`config.mk`:
```
export PLATFORM = sky130hd
export DESIGN_NAME = button_scheduler
export DESIGN_NICKNAME = d
export VERILOG_FILES = /design/src/rtl/tetris_input_pkg.sv /design/src/rtl/button_scheduler_key_repeat_timer.sv /design/src/rtl/button_scheduler.sv
export SDC_FILE = /design/constraint.sdc
export NUM_CORES = 1
export LEC_CHECK = 0
export CORE_MARGIN = 10
export CORE_UTILIZATION = 30
export DETAILED_ROUTE_END_ITERATION = 16
export GPL_TIMING_DRIVEN = 0
export PLACE_DENSITY = 0.48
export SYNTH_ARGS = -nofsm -noshare
export SYNTH_HDL_FRONTEND = slang
export SYNTH_SLANG_ARGS = --single-unit
```
`constraint.sdc`:
```
create_clock -name clk -period 4.2 [get_ports clk]
set_clock_uncertainty 0.05 [all_clocks]
set_input_delay 1.05 -clock clk [delete_from_list [all_inputs] [get_ports clk]]
set_output_delay 1.05 -clock clk [all_outputs]
set_load 0.05 [all_outputs]
```
`src/rtl/tetris_input_pkg.sv`:
```
// Shared definitions for the Tetris button input path:
// button indices, default button count and id type.
package tetris_input_pkg;

  localparam int DEFAULT_NUM_BTN = 5;

  localparam int BTN_LEFT      = 0;
  localparam int BTN_RIGHT     = 1;
  localparam int BTN_ROTATE    = 2;
  localparam int BTN_SOFT_DROP = 3;
  localparam int BTN_HARD_DROP = 4;

  typedef logic [$clog2(DEFAULT_NUM_BTN)-1:0] btn_id_t;

  // Hold counter must fit the larger of the two reload values.
  function automatic int hold_w(int d, int p);
    int m;
    m = (d > p) ? d : p;
    return $clog2(m + 1);
  endfunction

endpackage

```
`src/rtl/button_scheduler_key_repeat_timer.sv`:
```
// Per-button press detector and hold timer.
// Repeat logic exists only when AUTO_REPEAT_EN is defined.
module key_repeat_timer
  import tetris_input_pkg::*;
#(
  parameter int REPEAT_DELAY  = 20,
  parameter int REPEAT_PERIOD = 6
) (
  input  logic clk,
  input  logic rst,
  input  logic tick,
  input  logic btn_q,
  input  logic btn_q_prev,
  output logic press,
  output logic rpt,
  output logic [hold_w(REPEAT_DELAY, REPEAT_PERIOD)-1:0] hold_cnt
);

  localparam int HW = hold_w(REPEAT_DELAY, REPEAT_PERIOD);

  assign press = tick & btn_q & ~btn_q_prev;

`ifdef AUTO_REPEAT_EN
  logic [HW-1:0] hold_cnt_q;
  logic [HW-1:0] hold_cnt_d;
  logic          held;

  assign held = tick & btn_q & btn_q_prev;
  assign rpt  = held & (hold_cnt_q == HW'(1));

  always_comb begin
    hold_cnt_d = hold_cnt_q;
    if (tick) begin
      if (press) begin
        hold_cnt_d = HW'(REPEAT_DELAY);
      end else if (btn_q) begin
        if (hold_cnt_q == HW'(1)) begin
          hold_cnt_d = HW'(REPEAT_PERIOD);
        end else if (hold_cnt_q != '0) begin
          hold_cnt_d = hold_cnt_q - HW'(1);
        end
      end else begin
        hold_cnt_d = '0;
      end
    end
  end

  always_ff @(posedge clk or posedge rst) begin
    if (rst) begin
      hold_cnt_q <= '0;
    end else begin
      hold_cnt_q <= hold_cnt_d;
    end
  end

  assign hold_cnt = hold_cnt_q;
`else
  logic unused_clk_rst;

  assign unused_clk_rst = clk ^ rst;
  assign rpt            = 1'b0;
  assign hold_cnt       = '0;
`endif

endmodule

```
`src/rtl/button_scheduler.sv`:
```
// Samples debounced buttons on a slow tick and grants press/repeat
// events round-robin; define AUTO_REPEAT_EN to build auto-repeat.
module button_scheduler
  import tetris_input_pkg::*;
#(
  parameter int NUM_BTN       = DEFAULT_NUM_BTN,
  parameter int TICK_DIV      = 10000,
  parameter int REPEAT_DELAY  = 20,
  parameter int REPEAT_PERIOD = 6
) (
  input  logic                       clk,
  input  logic                       rst,
  input  logic [NUM_BTN-1:0]         btn_level,
  output logic                       cmd_valid,
  input  logic                       cmd_ready,
  output logic [$clog2(NUM_BTN)-1:0] cmd_id,
  output logic                       cmd_repeat,
  output logic [NUM_BTN-1:0]         pending
);

  localparam int IDW = $clog2(NUM_BTN);
  localparam int CW  = $clog2(TICK_DIV);
  localparam int HW  = hold_w(REPEAT_DELAY, REPEAT_PERIOD);

  logic [CW-1:0]      cnt_q, cnt_d;
  logic               tick;
  logic [NUM_BTN-1:0] btn_q, btn_d;
  logic [NUM_BTN-1:0] btn_prev_q, btn_prev_d;
  logic [NUM_BTN-1:0] pend_q, pend_d;
  logic [NUM_BTN-1:0] rep_q, rep_d;
  logic [NUM_BTN-1:0] press, rpt;
  logic [NUM_BTN-1:0][HW-1:0] hold_cnt;

  logic               valid_q, valid_d;
  logic [IDW-1:0]     id_q, id_d;
  logic               cmd_rep_q, cmd_rep_d;
  logic [IDW-1:0]     rr_q, rr_d;
  logic               load;
  logic               gnt_found;
  logic [IDW-1:0]     gnt_idx;
  logic               unused_hold;

  assign tick = (cnt_q == CW'(TICK_DIV - 1));

  always_comb begin
    cnt_d      = tick ? '0 : cnt_q + CW'(1);
    btn_d      = btn_q;
    btn_prev_d = btn_prev_q;
    if (tick) begin
      btn_d      = btn_level;
      btn_prev_d = btn_q;
    end
  end

  for (genvar i = 0; i < NUM_BTN; i++) begin : g_btn
    key_repeat_timer #(
      .REPEAT_DELAY (REPEAT_DELAY),
      .REPEAT_PERIOD(REPEAT_PERIOD)
    ) u_timer (
      .clk       (clk),
      .rst       (rst),
      .tick      (tick),
      .btn_q     (btn_q[i]),
      .btn_q_prev(btn_prev_q[i]),
      .press     (press[i]),
      .rpt       (rpt[i]),
      .hold_cnt  (hold_cnt[i])
    );
  end

  // First pending index strictly after the last grant, wrapping.
  always_comb begin
    int j;
    j         = 0;
    gnt_found = 1'b0;
    gnt_idx   = '0;
    for (int k = 1; k <= NUM_BTN; k++) begin
      j = int'(rr_q) + k;
      if (j >= NUM_BTN) j = j - NUM_BTN;
      if (!gnt_found && pend_q[j]) begin
        gnt_found = 1'b1;
        gnt_idx   = IDW'(j);
      end
    end
  end

  assign load = ~valid_q | cmd_ready;

  always_comb begin
    valid_d   = valid_q;
    id_d      = id_q;
    cmd_rep_d = cmd_rep_q;
    rr_d      = rr_q;
    if (load) begin
      valid_d = gnt_found;
      if (gnt_found) begin
        id_d      = gnt_idx;
        cmd_rep_d = rep_q[gnt_idx];
        rr_d      = gnt_idx;
      end
    end
  end

  // Clears first, then new events, so a same-cycle set survives a grant.
  always_comb begin
    pend_d = pend_q;
    rep_d  = rep_q;
    for (int i = 0; i < NUM_BTN; i++) begin
      if (tick && !btn_q[i] && rep_q[i]) begin
        pend_d[i] = 1'b0;
        rep_d[i]  = 1'b0;
      end
      if (load && gnt_found && (gnt_idx == IDW'(i))) begin
        pend_d[i] = 1'b0;
        rep_d[i]  = 1'b0;
      end
      if (press[i]) begin
        pend_d[i] = 1'b1;
        rep_d[i]  = 1'b0;
      end else if (rpt[i]) begin
        rep_d[i]  = rep_d[i] | ~pend_d[i];
        pend_d[i] = 1'b1;
      end
    end
  end

  always_ff @(posedge clk or posedge rst) begin
    if (rst) begin
      cnt_q      <= '0;
      btn_q      <= '0;
      btn_prev_q <= '0;
      pend_q     <= '0;
      rep_q      <= '0;
      valid_q    <= 1'b0;
      id_q       <= '0;
      cmd_rep_q  <= 1'b0;
      rr_q       <= IDW'(NUM_BTN - 1);
    end else begin
      cnt_q      <= cnt_d;
      btn_q      <= btn_d;
      btn_prev_q <= btn_prev_d;
      pend_q     <= pend_d;
      rep_q      <= rep_d;
      valid_q    <= valid_d;
      id_q       <= id_d;
      cmd_rep_q  <= cmd_rep_d;
      rr_q       <= rr_d;
    end
  end

  assign cmd_valid = valid_q;
  assign cmd_id    = id_q;
  assign pending   = pend_q;

`ifdef AUTO_REPEAT_EN
  assign cmd_repeat  = cmd_rep_q;
  assign unused_hold = ^hold_cnt;
`else
  assign cmd_repeat  = 1'b0;
  assign unused_hold = ^{hold_cnt, cmd_rep_q};
`endif

endmodule

```
* After elaboration in Yosys (flattened, before gate mapping) *
Cells that the tools add are included.

cells by class
  reduce and logical (&&, ||, !) cells = 36
  equal/unequal tests = 5
  order comparisons = 10
  div/mod/pow operators = 0
  add/subtract/negate cells = 11
  shifts and indexed selects = 0
  bitwise gates (word level) = 17
  mux-type cells = 51
  multipliers = 0

operators by type and width
  kind                     count
  $lt A32 B5 Y1 const B    5
  $mux W32                 5
  $mux W1                  35
  $sub A4 B3 Y5 const B    5
  $ge A4 B3 Y1 const B     5
  $logic_and A1 B1 Y1      20
  $bmux W1 S3              5
  $mux W3                  5
  $reduce_bool A3 Y1       5
  $add A14 B1 Y14 const B  1
  $eq A14 B14 Y1 const B   1
  $mux W14                 1
  $and A1 B1 Y1            10
  $logic_not A1 Y1         9
  $add A3 B2 Y4 const B    2
  $add A3 B3 Y4 const B    2
  $eq A3 B2 Y1 const B     2
  $not A1 Y1               6
  $add A3 B1 Y4 const B    1
  $eq A3 B1 Y1 const B     1
  $eq A3 B3 Y1 const B     1
  $logic_not A3 Y1         1
  $reduce_and A2 Y1        1
  $or A1 B1 Y1             1

storage, ports and cells
  register bits = 41
  output and inout port bits = 10
  bits in latches = 0
  input bits = 8
  word-level logic and storage cells = 146
  RAM bits = 0
  ROM bits = 0
  memories kept = 0

* Logic depth before layout (Yosys ltp) *
Gate-level depths: netlist of run 1.

  depth in word-level cells = 23
  mapped depth = 14

* By module *
Synthesis of run 1 repeated with hierarchy kept, for this count alone.

unflattened totals
  cell total of the unflattened synthesis = 420
  area, all modules = 3,494.6 um^2

modules (own cells, without submodules)
  module            instances  seq. area each (um^2)  area each (um^2)  cells an instance
  button_scheduler  1          977.2                  3,206.8           380
  key_repeat_timer  5          0.0                    57.6              8

* Least setup slack after synthesis of run 1 *
Ideal clock, no wire load.

  path kind = register -> register
  start point = reg cmd_id[0] (netlist name)
  end point = reg pend_q[1] (netlist: pending[1])
  arrival time = 3.265 ns
  period minus slack after synthesis = 3.446 ns
  buffers on the path = 2
  slack = 0.754 ns
  setup time = 0.130 ns
  cell stages (with the launch flop) = 14
  path through = dfrtp_1 buf_2 inv_1 ha_1 buf_2 nor2b_1 a31oi_1 a21o_1 a32o_1 or4b_4 a2111oi_2 o22ai_2 o21ai_1 o211ai_2

RTL lines
  element               line                     text
  end signal, assigned  button_scheduler.sv:142  pend_q <= pend_d;
  end, declared         button_scheduler.sv:29   logic [NUM_BTN-1:0] pend_q, pend_d;

==> out/summary.json, run 1 <==
{
  "detailed_routing": {
    "antenna_violating_nets_post_route": 0,
    "drt-vias-per-instance": 5.43,
    "drt_first_iter_violations": 138,
    "first_pass_iters": 4,
    "number_of_design_rule_violations_left_after_detail_routing": 0,
    "vias": 2493,
    "drt_wl_total_mm": 7.47,
    "wl_per_cell_um": 16.3
  },
  "floorplan": {
    "fp.coreArea_mm2": 0.00881,
    "io-pin-count": 18,
    "floorplan.die.width_um": 116,
    "initial_util_pct": 31.2,
    "floorplan.rows": 34,
    "dieArea_mm2": 0.0134,
    "die_y_um": 116
  },
  "yosys": {
    "synthesis.nets": 346,
    "synth_edf_count": 0,
    "async_reset_ff_share_pct": 100,
    "dominantRegCellSynth": "sky130_fd_sc_hd__dfrtp_1",
    "post_synthesis_cell_area_mm2": 0.00275,
    "ys.warnings.count": 0,
    "synthesis.area_per_instance_um2": 8.46,
    "yosys.cell_types.count": 70,
    "ys_seq_elements": 34,
    "post_synth_inst_count": 325,
    "seq_area_frac_synth_pct": 31.0
  },
  "clock_tree": {
    "cts_tree": "built",
    "clk-insertion-delay-late_ns": 0.28,
    "cts_max_level": 2,
    "clock_tree.root_cell": "sky130_fd_sc_hd__clkbuf_8",
    "cts_max_path_buffers": 2,
    "clkSinkCount": 34,
    "clock_transition_at_path_regs_ns": 0.07,
    "tritoncts_buffers": 5,
    "cts.hold.buffers_added": 0
  },
  "sta": {
    "final_number_of_hold_violating_endpoints": 0,
    "timing.slew.headroom_pct": 51.6,
    "slew_violations": 0,
    "timing.hold.ws_ns": 0.420,
    "finalSetupViolations": 0,
    "finalCritPeriodShare_pct": 92.0,
    "fmax_mhz": 259,
    "tightest_slew_ns": 0.725,
    "unrepaired_setup_endpoints_after_global_routing": "no",
    "final.min_clock_period_ns": 3.86,
    "setup_tns_ns": 0
  },
  "grt": {
    "grt-ovfl-total": 0,
    "antenna_found_initial": 0,
    "number_of_global_route_vias_before_repair": 2449,
    "grt_first_pass_wirelength_mm": 12.7,
    "gr-usage-all-layers_pct": 11.6,
    "grt_start_max_net_pins": 35
  },
  "run_status": {
    "outcome": "finished, final reports clean"
  },
  "place": {
    "port_buffers": 16,
    "placed_wire_length_estimate_mm": 5.74,
    "finalWeightedCongestion": 0.830,
    "detailed_place.area_mm2": 0.00305
  },
  "worst_setup_path": {
    "critPathMaxFanout": 11,
    "critical_path.reg2reg.endpoint": "pending[0]$_DFFE_PP0P_",
    "criticalPathCategory": "flop to flop",
    "startpoint_type": "flop",
    "ff2ff_path_depth": 14,
    "setup.reg_to_reg.worst_slack_ns": 0.34,
    "arrival_ns": 3.98,
    "r2r-start": "cmd_id[0]$_DFFE_PP0P_",
    "worstSetupEndpointType": "flop",
    "worst_ep_required_time_ns": 4.32
  },
  "min_path": {
    "hold_path_startpoint": "btn_prev_q[1]$_DFFE_PP0N_",
    "timing.hold.worst_path_depth": 2,
    "hold_end": "btn_prev_q[1]$_DFFE_PP0N_",
    "timing.hold.worst.class": "flop to flop"
  },
  "layout": {
    "finalNetCount": 371,
    "fraction_of_layout_instances_using_a_drive_strength_above_1_pct": 12.5,
    "area_growth_syn_to_layout_pct": 15.4,
    "layout.cell_area.non_filler_mm2": 0.00317,
    "num_antenna_cells": 0
  },
  "flow_run": {
    "max_cap_violations": 0
  }
}
## area by class of cell
cell class | count | area [um^2]
Multi-Input combinational cell | 264 | 1790
Sequential cell | 34 | 855
Clock inverter | 1 | 5.00
Tap cell | 108 | 135
Timing Repair Buffer | 18 | 175
Inverter | 11 | 45.0
Fill cell | 933 | 5630
Buffer | 16 | 86.3
Clock buffer | 7 | 86.3
## sequential cells by signal (all words and copies together) (netlist names)
signal and cells:
btn_prev_q 5, btn_q 5, cmd_id 3, cmd_valid 1
cnt_q 14, pending 5, rr_q 1
## worst max-delay path by stage
stage / startpoint / endpoint / slack, ns / depth (start not counted)
after floorplan: cmd_id[0]$_DFFE_PP0P_ / pending[1]$_DFFE_PP0P_ / 0.75 / 13
after global placement: cmd_id[1]$_DFFE_PP0P_ / pending[0]$_DFFE_PP0P_ / 0.02 / 11
after detailed placement: cmd_id[1]$_DFFE_PP0P_ / pending[0]$_DFFE_PP0P_ / 0.05 / 11
after CTS: cmd_id[0]$_DFFE_PP0P_ / pending[0]$_DFFE_PP0P_ / 0.04 / 14
after global routing: rr_q[2]$_DFFE_PP1P_ / pending[0]$_DFFE_PP0P_ / 0.07 / 12
final: cmd_id[0]$_DFFE_PP0P_ / pending[0]$_DFFE_PP0P_ / 0.34 / 14
## cell families after synthesis
logic type,after synthesis,share of synthesized area [%]
AND/OR/NAND/NOR,134,25.1
other,1,0.136
AO/OA/AOI/OAI,89,23.4
multiplexers,11,4.19
buffers and inverters,27,4.64
flip-flops,34,31.0
XOR/XNOR,16,5.64
adder cells (fa/ha/maj),13,5.91
## placed cells by master, fill, tap and decap left out, types with 8 or more instances in the layout
cell	instances
sky130_fd_sc_hd__a21oi_1	13
sky130_fd_sc_hd__clkdlybuf4s50_1	16
sky130_fd_sc_hd__dfrtp_1	31
sky130_fd_sc_hd__ha_1	13
sky130_fd_sc_hd__inv_1	8
sky130_fd_sc_hd__nand2_1	45
sky130_fd_sc_hd__nand3_1	19
sky130_fd_sc_hd__nor2_1	22
sky130_fd_sc_hd__o21ai_0	16
sky130_fd_sc_hd__xnor2_1	9
## layer usage
metal | wire length (um) | track usage (%) | up-vias
li1 | - | - | 1237
met3 | 345 | 1.81 | 14
met1 | 3560 | 15.3 | 1167
met2 | 3360 | 18.4 | 75
met5 | 0 | 0 | -
met4 | 195 | 5.00 | 0
## worst max-delay path, cell delays in order (launching register included)
cell and delay, ns:
sky130_fd_sc_hd__dfrtp_2 0.48, sky130_fd_sc_hd__buf_2 0.30, sky130_fd_sc_hd__clkinvlp_4 0.16, sky130_fd_sc_hd__ha_1 0.31, sky130_fd_sc_hd__buf_2 0.21, sky130_fd_sc_hd__buf_2 0.27, sky130_fd_sc_hd__mux2i_1 0.21, sky130_fd_sc_hd__nor2_1 0.05
sky130_fd_sc_hd__o21a_1 0.19, sky130_fd_sc_hd__o31a_1 0.32, sky130_fd_sc_hd__nor4_4 0.27, sky130_fd_sc_hd__nand3b_1 0.22, sky130_fd_sc_hd__o22ai_2 0.34, sky130_fd_sc_hd__o211ai_1 0.15, sky130_fd_sc_hd__a32o_1 0.22
## through the flow
stage | util [%] | cells | setup WS (ns)
finish | 36.0 | 459 | 0.338
global route | 36.0 | 459 | 0.0668
CTS | 35.6 | 457 | 0.0420
detailed placement | 34.6 | 449 | 0.0477
global placement | 34.6 | 449 | 0.0196
floorplan | - | 325 | 0.754
## what timing repair did
action | CTS | global route
buffers inserted | 0 | 2
gates resized for setup | 1 | 4
cloned | 0 | 0
endpoints found under the setup margin | 1 | 7
pin swaps | 0 | 0
## cells in the mapped netlist (3+ instances only)
cell,number,share of area (%)
sky130_fd_sc_hd__a211oi_1,5,1.4
sky130_fd_sc_hd__a21o_1,4,1.1
sky130_fd_sc_hd__a21oi_1,13,2.4
sky130_fd_sc_hd__a31oi_1,3,0.68
sky130_fd_sc_hd__a32o_1,3,1.1
sky130_fd_sc_hd__and2_1,4,0.91
sky130_fd_sc_hd__and3_1,4,0.91
sky130_fd_sc_hd__buf_2,5,0.91
sky130_fd_sc_hd__buf_4,3,0.82
sky130_fd_sc_hd__clkbuf_1,6,0.82
sky130_fd_sc_hd__dfrtp_1,33,30
sky130_fd_sc_hd__ha_1,13,5.9
sky130_fd_sc_hd__inv_1,10,1.4
sky130_fd_sc_hd__mux2_2,4,1.6
sky130_fd_sc_hd__mux2i_1,7,2.5
sky130_fd_sc_hd__nand2_1,45,6.1
sky130_fd_sc_hd__nand2b_1,5,1.1
sky130_fd_sc_hd__nand3_1,19,3.5
sky130_fd_sc_hd__nand3b_1,4,1.1
sky130_fd_sc_hd__nor2_1,22,3.0
sky130_fd_sc_hd__nor2b_1,7,1.6
sky130_fd_sc_hd__nor3_1,5,0.91
sky130_fd_sc_hd__o211ai_1,7,1.9
sky130_fd_sc_hd__o21a_1,3,0.82
sky130_fd_sc_hd__o21ai_0,16,2.9
sky130_fd_sc_hd__o21ai_1,6,1.1
sky130_fd_sc_hd__o31a_1,3,0.96
sky130_fd_sc_hd__o31ai_1,3,0.82
sky130_fd_sc_hd__xnor2_1,9,2.9
sky130_fd_sc_hd__xor2_1,5,1.6
Power of run 1 is left out: the tool's default activity adds up to more than one toggle a clock period on the data nets, which glitch-free logic cannot reach.
==> run 2, diff against run 1 <==
--- a/config.mk
+++ b/config.mk
@@ -5,6 +5,7 @@
 export SDC_FILE = /design/constraint.sdc
 export NUM_CORES = 1
 export LEC_CHECK = 0
+export ABC_AREA = 1
 export CORE_MARGIN = 10
 export CORE_UTILIZATION = 30
 export DETAILED_ROUTE_END_ITERATION = 16
==> out/summary.json, run 2 <==
{
  "yosys": {
    "yosys.cell_types.count": {"value": 36, "change": "-49%"},
    "dominantRegCellSynth": "sky130_fd_sc_hd__dfrtp_1",
    "yosys.cell_count.top_type": "sky130_fd_sc_hd__nand2_1",
    "synthTopCellsByCount": "sky130_fd_sc_hd__nand2_1 (101), sky130_fd_sc_hd__inv_1 (53), sky130_fd_sc_hd__nand3_1 (37), sky130_fd_sc_hd__dfrtp_1 (33), sky130_fd_sc_hd__nor2_1 (21)",
    "synth_top_cells_by_area": "sky130_fd_sc_hd__dfrtp_1 (32%), sky130_fd_sc_hd__nand2_1 (15%), sky130_fd_sc_hd__inv_1 (7.7%), sky130_fd_sc_hd__nand3_1 (7.1%), sky130_fd_sc_hd__ha_1 (6.3%)",
    "synth_edf_count": {"value": 0, "change": "unchanged"},
    "async_reset_ff_share": {"value": 100, "unit": "%", "change": "unchanged"},
    "ys_seq_elements": {"value": 34, "change": "unchanged"},
    "seq_area_frac_synth": {"value": 32.8, "unit": "%", "change": "+1.8 points"},
    "synthesis.area_per_instance": {"value": 7.07, "unit": "um^2", "change": "-16%"},
    "synthesis.nets": {"value": 388, "change": "+12%"},
    "ys.warnings.count": {"value": 0, "change": "unchanged"},
    "area_fraction_of_the_dominant_cell_type_after_synthesis": {"value": 31.8, "unit": "%", "change": "+1.8 points"},
    "post_synthesis_cell_area": {"value": 0.00260, "unit": "mm^2", "change": "-5.6%"},
    "yosysTopAreaCell": "sky130_fd_sc_hd__dfrtp_1",
    "post_synth_inst_count": {"value": 367, "change": "+13%"}
  },
  "layout": {
    "final_common_cell": "sky130_fd_sc_hd__nand2_1",
    "largest-register": "cnt_q",
    "num_antenna_cells": {"value": 0, "change": "unchanged"},
    "mostFrequentLayoutCells": "sky130_fd_sc_hd__nand2_1 (101), sky130_fd_sc_hd__inv_1 (52), sky130_fd_sc_hd__nand3_1 (37)",
    "fraction_of_layout_instances_using_a_drive_strength_above_1": {"value": 13.8, "unit": "%", "change": "+1.3 points"},
    "finish.utilization": {"value": 35.8, "unit": "%", "change": "-0.27 points"},
    "largest_register_ffs": {"value": 14, "change": "unchanged"},
    "finalNetCount": {"value": 411, "change": "+11%"},
    "fillerInstances": {"value": 918, "change": "-1.6%"},
    "area_growth_syn_to_layout_pct": 14.3
  },
  "place": {
    "finalWeightedCongestion": {"value": 0.809, "change": "-2.6%"},
    "placed_wire_length_estimate": {"value": 4.61, "unit": "mm", "change": "-20%"},
    "port_buffers": {"value": 16, "change": "unchanged"}
  },
  "run_status": {
    "outcome": "finished, final reports clean"
  },
  "clock_tree": {
    "cts.hold.buffers_added": {"value": 0, "change": "unchanged"},
    "cts_max_level": {"value": 2, "change": "unchanged"},
    "clkSinkCount": {"value": 34, "change": "unchanged"},
    "clock_tree.root_cell": "sky130_fd_sc_hd__clkbuf_8",
    "cts_resized": {"value": 0, "change": "-1"},
    "cts_max_path_buffers": {"value": 2, "change": "unchanged"},
    "clk-insertion-delay-late": {"value": 0.28, "unit": "ns", "change": "about the same"},
    "cts_setup_buffers": {"value": 0, "change": "unchanged"},
    "clock_transition_at_path_regs": {"value": 0.06, "unit": "ns", "change": "about the same"},
    "cts_tree": "built",
    "tritoncts_buffers": {"value": 5, "change": "unchanged"}
  },
  "worst_setup_path": {
    "arrival": {"value": 3.32, "unit": "ns", "change": "-0.66 ns"},
    "worstSetupEndpointType": "flop",
    "kind_of_cell_with_the_highest_combined_delay_on_the_critical_path": "simple AND/OR/NAND/NOR gates",
    "critPathMaxFanout": {"value": 13, "change": "+2"},
    "startpoint_type": "flop",
    "crit_buf_inv": {"value": 2, "change": "-2"},
    "worst_ep_required_time": {"value": 4.32, "unit": "ns", "change": "about the same"},
    "cell_with_the_largest_stage_delay_on_the_worst_path": "sky130_fd_sc_hd__dfrtp_1",
    "cp_common_cell": "sky130_fd_sc_hd__nand3_2",
    "max_stage_delay": {"value": 0.59, "unit": "ns", "change": "+0.11 ns"},
    "timing.critical_path.cells": "inv_2, ha_1, inv_2, nand3_2, nand2_2, nand3_2, nand2_2, nand2_1, nand3_1, nand3_2, nand2_4, nand2_4, nor2_4, nand3b_1, nand3_2, nand2_2, o21ai_1, nand2_1",
    "criticalPathCategory": "flop to flop"
  },
  "flow_run": {
    "max_cap_violations": {"value": 0, "change": "unchanged"}
  },
  "floorplan": {
    "fp.coreArea": {"value": 0.00830, "unit": "mm^2", "change": "-5.8%"},
    "io-pin-count": {"value": 18, "change": "unchanged"},
    "floorplan.die.width": {"value": 113, "unit": "um", "change": "-2.3%"},
    "floorplan.rows": {"value": 33, "change": "-2.9%"},
    "dieArea": {"value": 0.0128, "unit": "mm^2", "change": "-4.6%"},
    "die_y": {"value": 113, "unit": "um", "change": "-2.3%"},
    "initial_util": {"value": 31.3, "unit": "%", "change": "+0.053 points"}
  },
  "detailed_routing": {
    "wl_per_cell": {"value": 11.7, "unit": "um", "change": "-28%"},
    "first_pass_iters": {"value": 6, "change": "+2"},
    "drt-vias-per-instance": {"value": 4.69, "change": "-14%"},
    "antenna_violating_nets_post_route": {"value": 0, "change": "unchanged"},
    "drt_first_iter_violations": {"value": 101, "change": "-27%"},
    "number_of_design_rule_violations_left_after_detail_routing": {"value": 0, "change": "unchanged"},
    "drt_wl_total": {"value": 5.80, "unit": "mm", "change": "-22%"},
    "vias": {"value": 2324, "change": "-6.8%"}
  },
  "grt": {
    "number_of_global_route_vias_before_repair": {"value": 2263, "change": "-7.6%"},
    "grt_start_max_net_pins": {"value": 35, "change": "unchanged"},
    "grt-ovfl-total": {"value": 0, "change": "unchanged"},
    "antenna_found_initial": {"value": 0, "change": "unchanged"},
    "grt_first_pass_wirelength": {"value": 10.3, "unit": "mm", "change": "-18%"},
    "gr-usage-all-layers": {"value": 9.49, "unit": "%", "change": "-2.1 points"}
  },
  "min_path": {
    "timing.hold.worst.class": "flop to flop"
  },
  "sta": {
    "final_number_of_hold_violating_endpoints": {"value": 0, "change": "unchanged"},
    "setup_tns": {"value": 0, "unit": "ns", "change": "unchanged"},
    "finalSetupViolations": {"value": 0, "change": "unchanged"},
    "unrepaired_setup_endpoints_after_global_routing": "no",
    "final.min_clock_period": {"value": 3.20, "unit": "ns", "change": "-0.662 ns"},
    "finalCritPeriodShare": {"value": 76.2, "unit": "%", "change": "-16 points"},
    "fmax": {"value": 312, "unit": "MHz", "change": "+21%"},
    "tightest_slew": {"value": 0.698, "unit": "ns", "change": "-0.0266 ns"},
    "slew_violations": {"value": 0, "change": "unchanged"},
    "timing.slew.headroom": {"value": 53.4, "unit": "%", "change": "+1.8 points"}
  }
}
[run 2: cell count changes in the layout (fill, tap and decap cells not counted), moves of 5 or more]
| cell | before | now |
|---|---|---|
| sky130_fd_sc_hd__inv_1 | 8 | 52 |
| sky130_fd_sc_hd__nor2b_1 | 7 | 0 |
| sky130_fd_sc_hd__nand3_2 | 0 | 9 |
| sky130_fd_sc_hd__nand2b_1 | 5 | 0 |
| sky130_fd_sc_hd__buf_2 | 5 | 0 |
| sky130_fd_sc_hd__o21ai_0 | 16 | 8 |
| sky130_fd_sc_hd__a211oi_1 | 5 | 0 |
| sky130_fd_sc_hd__nand4_1 | 2 | 11 |
| sky130_fd_sc_hd__nand2_2 | 1 | 13 |
| sky130_fd_sc_hd__mux2i_1 | 7 | 0 |
| sky130_fd_sc_hd__nand3_1 | 19 | 37 |
| sky130_fd_sc_hd__xnor2_1 | 9 | 0 |
| sky130_fd_sc_hd__o211ai_1 | 7 | 2 |
| sky130_fd_sc_hd__nand2_1 | 45 | 101 |
[run 2: through the flow]
| step | hold WS [ns] | worst slack (ns) | std cells | cell area (um^2) |
|---|---|---|---|---|
| after floorplan | 0.383 | 1.53 | 367 | 2600 |
| after global placement | 0.399 | 1.03 | 488 | 2890 |
| after detailed placement | 0.406 | 1.03 | 488 | 2890 |
| after CTS | 0.421 | 1.01 | 496 | 2970 |
| after global routing | 0.442 | 0.622 | 496 | 2970 |
| final | 0.411 | 0.999 | 496 | 2970 |
[run 2: area by class of cell]
type                       instances  area, um^2  area share, %
multi-input combinational        266        1470           49.6
sequential                        34         852           28.7
inverter                          61         231           7.80
timing repair buffer              16         160           5.40
tap                              105         131           4.43
clock buffer                       8        80.1           2.70
buffer                             6        41.3           1.39
[run 2: worst paths after layout]
path | start | endpoint | slack (ns) | cells past startpoint
setup / recovery | cmd_id[0]$_DFFE_PP0P_ | pending[1]$_DFFE_PP0P_ | 1.0 | 18
hold / removal | btn_prev_q[4]$_DFFE_PP0N_ | pending[4]$_DFFE_PP0P_ | 0.41 | 1
setup reg to reg | cmd_id[0]$_DFFE_PP0P_ | pending[1]$_DFFE_PP0P_ | 1.0 | 18
hold reg to reg | btn_prev_q[4]$_DFFE_PP0N_ | pending[4]$_DFFE_PP0P_ | 0.41 | 1
max in group asynchronous | rst | btn_prev_q[2]$_DFFE_PP0N_ | 2.49 | 2
min in group asynchronous | rst | cnt_q[6]$_DFF_PP0_ | 1.15 | 2
[run 2: worst reg2reg max path: cells and delay by family (launching register included)]
family / cells / cell delay [ns]
adder cells (fa/ha/maj): 1 / 0.48
AO/OA/AOI/OAI: 1 / 0.12
flip-flops: 1 / 0.59
AND/OR/NAND/NOR: 14 / 1.45
buffers and inverters: 2 / 0.39
[run 2: layer usage]
| layer | vias to the layer above | share of wire (%) | global-route usage (%) |
|---|---|---|---|
| met5 | - | 0 | 0 |
| met4 | 0 | 0.59 | 2.79 |
| met3 | 2 | 3.0 | 1.90 |
| met2 | 35 | 48 | 16.5 |
| met1 | 1075 | 48 | 11.5 |
| li1 | 1212 | - | - |
[run 2: kinds of logic after synthesis]
| group | after synthesis | synth area share (%) |
|---|---|---|
| compound gates | 35 | 7.61 |
| other cells | 1 | 0.144 |
| fa+ha+maj | 13 | 6.27 |
| xor+xnor | 6 | 2.60 |
| buf+inv | 67 | 10.5 |
| simple gates | 211 | 40.0 |
| flops | 34 | 32.8 |
Power of run 2 is left out for the same reason.
